## src/rtl/tick_counter.sv

```systemverilog
// Up/down counter with programmable modulus, wrap/saturate and terminal pulse, stepped by an internal tick.
// Define TICK_COUNTER_PRESCALE_EN for the CLK_HZ/TICK_HZ prescaler; otherwise tick is en registered.
module tick_counter #(
  parameter int CLK_HZ  = 100_000_000,
  parameter int TICK_HZ = 1,
  parameter int WIDTH   = 8
) (
  input  logic             clk,
  input  logic             rst,
  input  logic             en,
  input  logic             up_dn,
  input  logic             sat,
  input  logic             load_en,
  input  logic [WIDTH-1:0] load_val,
  input  logic [WIDTH-1:0] max_val,
  output logic [WIDTH-1:0] count,
  output logic             tick,
  output logic             term
);

  localparam int DIV = CLK_HZ / TICK_HZ;

  if (DIV < 1 || (CLK_HZ % TICK_HZ) != 0) begin : g_bad_div
    $error("tick_counter: CLK_HZ/TICK_HZ must be an integer >= 1");
  end

  logic [WIDTH-1:0] count_q, count_d;
  logic             tick_q, tick_d;
  logic             term_q, term_d;
  logic             step;

`ifdef TICK_COUNTER_PRESCALE_EN
  localparam int PRE_W = (DIV > 1) ? $clog2(DIV) : 1;
  localparam logic [PRE_W-1:0] PRE_LAST = PRE_W'(DIV - 1);

  logic [PRE_W-1:0] pre_q, pre_d;

  always_comb begin
    pre_d  = pre_q;
    tick_d = 1'b0;
    if (en) begin
      if (pre_q == PRE_LAST) begin
        pre_d  = '0;
        tick_d = 1'b1;
      end else begin
        pre_d = pre_q + 1'b1;
      end
    end
  end

  always_ff @(posedge clk) begin
    if (rst) pre_q <= '0;
    else     pre_q <= pre_d;
  end
`else
  always_comb tick_d = en;
`endif

  // A registered tick is only consumed if en is still high; load overrides the step.
  assign step = tick_q & en;

  always_comb begin
    count_d = count_q;
    term_d  = 1'b0;
    if (load_en) begin
      count_d = load_val;
    end else if (step) begin
      if (up_dn) begin
        if (count_q >= max_val) begin
          term_d = 1'b1;
          if (!sat) count_d = '0;
        end else begin
          count_d = count_q + 1'b1;
        end
      end else begin
        if (count_q == '0) begin
          term_d = 1'b1;
          if (!sat) count_d = max_val;
        end else begin
          count_d = count_q - 1'b1;
        end
      end
    end
  end

  always_ff @(posedge clk) begin
    if (rst) begin
      count_q <= '0;
      tick_q  <= 1'b0;
      term_q  <= 1'b0;
    end else begin
      count_q <= count_d;
      tick_q  <= tick_d;
      term_q  <= term_d;
    end
  end

  assign count = count_q;
  assign tick  = tick_q;
  assign term  = term_q;

endmodule
```

## config.mk

```make
export PLATFORM = sky130hd
export DESIGN_NAME = tick_counter
export DESIGN_NICKNAME = d
export VERILOG_FILES = /design/src/rtl/tick_counter.sv
export SDC_FILE = /design/constraint.sdc
export NUM_CORES = 1
export LEC_CHECK = 0
export BUFFER_PORTS_ARGS = -buffer_cell sky130_fd_sc_hd__clkbuf_2
export CAP_MARGIN = 10
export CORE_MARGIN = 5
export CORE_UTILIZATION = 39
export DETAILED_ROUTE_END_ITERATION = 10
export PLACE_DENSITY_LB_ADDON = 0.15
export SYNTH_ARGS = -nofsm -noshare
export SYNTH_HDL_FRONTEND = slang
export SYNTH_SLANG_ARGS = --single-unit
export TNS_END_PERCENT = 50
```

## constraint.sdc

```tcl
create_clock -name clk -period 1.9 [get_ports clk]
set_input_delay 0.285 -clock clk [delete_from_list [all_inputs] [get_ports clk]]
set_output_delay 0.285 -clock clk [all_outputs]
set_load 0.005 [all_outputs]
```

# Word level (Yosys, flattened, before mapping)
# Cells that the tools add are included.
# totals
reg_bits	10
in_bits	22
out_inout_bits	10
wordCells	24
# op_classes
add_sub_neg	2
order_cmp	1
eq_ne	2
n_mux	10
bitwise_logic	2
reduce_logical	4
# op_table
operator	n
$mux W8	7
$add A8 B1 Y8 const B	1
$ge A8 B8 Y1	1
$logic_not A8 Y1	1
$ne A4 B4 Y1 const B	2
$sub A8 B1 Y8 const B	1
$mux W1	3
$reduce_and A3 Y1	1
$reduce_or A3 Y1	1
$reduce_bool A2 Y1	1
$and A1 B1 Y1	1
$not A1 Y1	1

# Depth between registers and ports, before layout
# depth
word_depth	5
ltp_mapped	7

# Worst setup path after synthesis
# Ideal clock, no wire load.
# synth_path
path_kind	flip-flop to flip-flop
from	register count_q[6] (netlist: count[6])
to	register count_q[6] (netlist: count[6])
setup_time_ns	0.092
arrival_ns	1.929
t_required_ns	1.808
setup_slack_ns	-0.121
path_stages_with_launch	7
path_buffers	0
path_cell_list	dfxtp_1 > ha_1 > a21o_1 > a211oi_1 > o21ai_2 > a211o_1 > o32ai_1
# synth_via
elab_chain_cells	5
word_cells_on_any_way	12
classes_between	2 x add/sub; 1 x order compare; 2 x eq/ne; 5 x mux; 2 x reduce/logical
# synth_lines
item	line_no	source
start: declaration	27	logic [WIDTH-1:0] count_q, count_d;
start signal: assignment	92	count_q <= count_d;
$sub A8 B1 Y8, or another cell as far along	80	count_d = count_q - 1'b1;
$mux W8, on equally long branches	76, 69	
$mux W8	68	if (up_dn) begin
$mux W8	67	end else if (step) begin
$mux W8	65	if (load_en) begin
# Parallel ways exist; a longest one is shown, timed or not. The select of a mux whose other input is x is not followed.
# A chain may end at the register's enable or synchronous reset.

# Worst setup path after layout
# layout_path
from	register count_q[6] (netlist: count[6])
to	register count_q[4] (netlist: count[4])
# layout_via
elab_chain_cells	5
word_cells_on_any_way	10
classes_between	1 x order compare; 2 x eq/ne; 5 x mux; 2 x reduce/logical
# layout_lines
item	line_no
$ge A8 B8 Y1 / $logic_not A8 Y1 (equally long branches)	69, 76
$mux W8, on equally long branches	69, 76
$mux W8	68
$mux W8	67
$mux W8	65
# Parallel ways exist; a longest one is shown, timed or not. The select of a mux whose other input is x is not followed.

==> impl_metrics.py <==
metrics = {
    "run_status": {
        "outcome": "complete, but fails checks",
        "violations": "negative setup slack",
    },
    "synthesis": {
        "synthCells": 140,
        "synth.cell_area_um2": 1170,
        "avgSynthCellArea_um2": 8.33,
        "ys_seq_elements": 10,
        "synth.top_cell.area_share_pct": 17.2,
        "seq_area_frac_synth_pct": 17.2,
        "synth_common_cells": "inv_1 (13), ha_1 (11), dfxtp_1 (10), nand2_1 (10), nand3_1 (9)",
        "synth-edff-count": 0,
        "synthDistinctLibCells": 56,
        "synthesis.nets": 173,
        "ys_async_sr_fraction_pct": 0,
        "synth_ff_type": "dfxtp_1",
        "yosysMostFrequentCell": "inv_1",
        "ys_warn_count": 0,
        "yosysTopAreaCell": "dfxtp_1",
        "synthTopCellsByArea": "dfxtp_1 (17%), ha_1 (12%), inv_1 (4.2%)",
    },
    "timing": {
        "slew_violations": 0,
        "fin_setup_tns_ns": -0.0260,
        "tightest_slew_ns": 0.357,
        "fin_crit_ns": 1.92,
        "slew_headroom_pct": 75.6,
        "hold_violations": 0,
        "period_share_pct": 101,
        "rsz0062_at_grt": "true",
        "setup_viol": 2,
        "clock.fmax_ghz": 0.521,
        "fin_skew_ns": 0.00227,
        "fin_ws_ns": -0.0199,
    },
    "clock_tree": {
        "cts_tree": "built",
        "cts_made_buffers": 3,
        "htreeDepth": 1,
        "cts_buffer_depth": 2,
        "insertion_delay_ns": 0.27,
        "cts.sinks": 10,
        "clk_pin_slew_ns": 0.08,
        "cts_root_buf": "clkbuf_4",
    },
    "detailed_routing": {
        "avgRoutedWirePerCell_um": 17.3,
        "first_iter_violations": 71,
        "drc_errors": 0,
        "vias": 1344,
        "vias_per_cell": 5.82,
        "dr.pass1.iters": 4,
        "wirelength_um": 4000,
        "ant_nets": 0,
    },
    "finish": {
        "final_area_um2": 1760,
        "drive_above_1_share_pct": 50.5,
        "fillers": 246,
        "fin_nets": 234,
        "syn_to_final_growth_pct": 50.6,
        "diodes": 0,
    },
    "die": {
        "die_h_um": 64.7,
        "initial_core_util_pct": 41.6,
        "core.rowCount": 19,
        "design.portCount": 32,
        "coreArea_um2": 2810,
        "die_w_um": 64.7,
        "dieArea_um2": 4180,
    },
    "global_route": {
        "grt_pass1_wl_um": 6200,
        "grt_max_degree": 12,
        "grt_usage_pct": 18.8,
        "grt_antenna_before_repair": 0,
        "grt-ovfl-total": 0,
        "grt_pass1_vias": 1348,
    },
    "worst_hold_path": {
        "hold_start": "rst",
        "holdCritPathClass": "in2reg",
        "hold_depth": 2,
    },
    "setup_path": {
        "r2r-start": "count[6]",
        "cp.required_ns": 2.11,
        "critPathArrivalTime_ns": 2.13,
        "critPathSlowestCell": "dfxtp_4",
        "criticalPathCategory": "reg2reg",
        "worstPathCellList": "ha_4 > a21o_1 > a211oi_4 > o21ai_4 > a211o_1 > buf_6 > o2bb2ai_2",
        "endpoint_kind": "flop",
        "r2r.worst_path.cells": 7,
        "crit_start": "count[6]",
        "cp_max_fo": 7,
        "startpoint_type": "flop",
        "crit_path_max_incr_delay_ns": 0.36,
    },
    "run": {
        "max-cap-violations": 0,
    },
    "pwr": {
        "vdd_drop_max_v": 0.000441,
        "p_per_area_nw_per_um2": 614,
        "power_leakage_nw": 0.803,
    },
    "placed_design": {
        "place_area_um2": 1530,
        "port_buffers": 31,
        "gp_congestion": 0.870,
        "dp_hpwl_um": 3080,
        "dp_slack_ns": -0.123,
    },
}
[kinds of logic after synthesis]
group                    share of synthesized area [%]
buffers and inverters                             8.05
XOR/XNOR                                          5.26
adder cells (fa/ha/maj)                           11.8
AO/OA/AOI/OAI                                     30.0
multiplexers                                      2.58
AND/OR/NAND/NOR                                   25.1
flip-flops                                        17.2
[layout make-up]
cell class / instances / area [um^2] / area share [%]
multi-input combinational: 112 / 1030 / 58.8
clock buffer: 4 / 36.3 / 2.07
tap: 31 / 38.8 / 2.21
inverter: 13 / 48.8 / 2.78
timing repair buffer: 61 / 388 / 22.1
sequential: 10 / 213 / 12.1
[path summary, 6_finish.rpt]
kind | endpoint | slack (ns)
max reg2reg | count[4] | -0.02
min | tick | 0.24
max | count[4] | -0.02
min reg2reg | term | 0.51
[timing repair]
action                     in CTS  in global routing
pin swaps                       1                 14
hold buffers                    0                  0
setup endpoints to repair       8                  9
buffers inserted                1                  2
resized for setup               8                 23
[worst max-delay path, delay by kind of cell (launching register included)]
| kind | cells | cell delay, ns |
|---|---|---|
| AO/OA/AOI/OAI | 5 | 1.13 |
| flip-flops | 1 | 0.36 |
| adder cells (fa/ha/maj) | 1 | 0.21 |
| buffers and inverters | 1 | 0.14 |
[where the power goes]
part / switching, mW / internal, mW / total (mW) / leakage [nW]
Clock: 0.0862 / 0.117 / 0.203 / 0.0210
Combinational: 0.315 / 0.305 / 0.620 / 0.697
Sequential: 0.0244 / 0.231 / 0.255 / 0.0850
[metrics by stage]
step | utilization [%] | hold WS (ns) | power (mW) | instances
after floorplan | - | 0.357 | 0.590 | 140
after global placement | 54.6 | 0.496 | 0.784 | 224
after detailed placement | 54.6 | 0.503 | 0.792 | 224
after CTS | 57.3 | 0.233 | 1.01 | 229
after global routing | 62.6 | 0.238 | 1.15 | 231
final | 62.6 | 0.238 | 1.08 | 231
[placed cells by master (no fill, tap or decap), types with 2 or more instances in the layout]
master / count
nor2_1: 5
o311a_1: 2
a211o_1: 2
and2_1: 2
xnor2_1: 2
xor2_1: 5
buf_4: 28
inv_2: 2
a211oi_1: 2
a21oi_1: 2
clkbuf_2: 31
o2bb2ai_2: 2
ha_1: 6
nand2b_1: 3
nand3_1: 9
buf_6: 2
o21a_1: 2
dfxtp_4: 2
a32o_1: 3
nand2_1: 10
o211ai_1: 5
inv_1: 11
clkbuf_4: 3
dfxtp_2: 4
ha_4: 5
nor3b_2: 2
mux2i_1: 3
dfxtp_1: 4
o21ai_4: 2
[per-layer routing]
metal | wire, um | vias to the layer above | GRT usage (%)
met5 | 0 | - | 0
met4 | 56 | 0 | 5.54
met3 | 160 | 6 | 2.42
met2 | 2010 | 47 | 32.5
met1 | 1780 | 640 | 24.3
li1 | - | 651 | -
[state kept, by name, indices dropped and copies added (netlist names)]
name   count
count      8
term       1
tick       1
(Power assumes the default switching activity.)
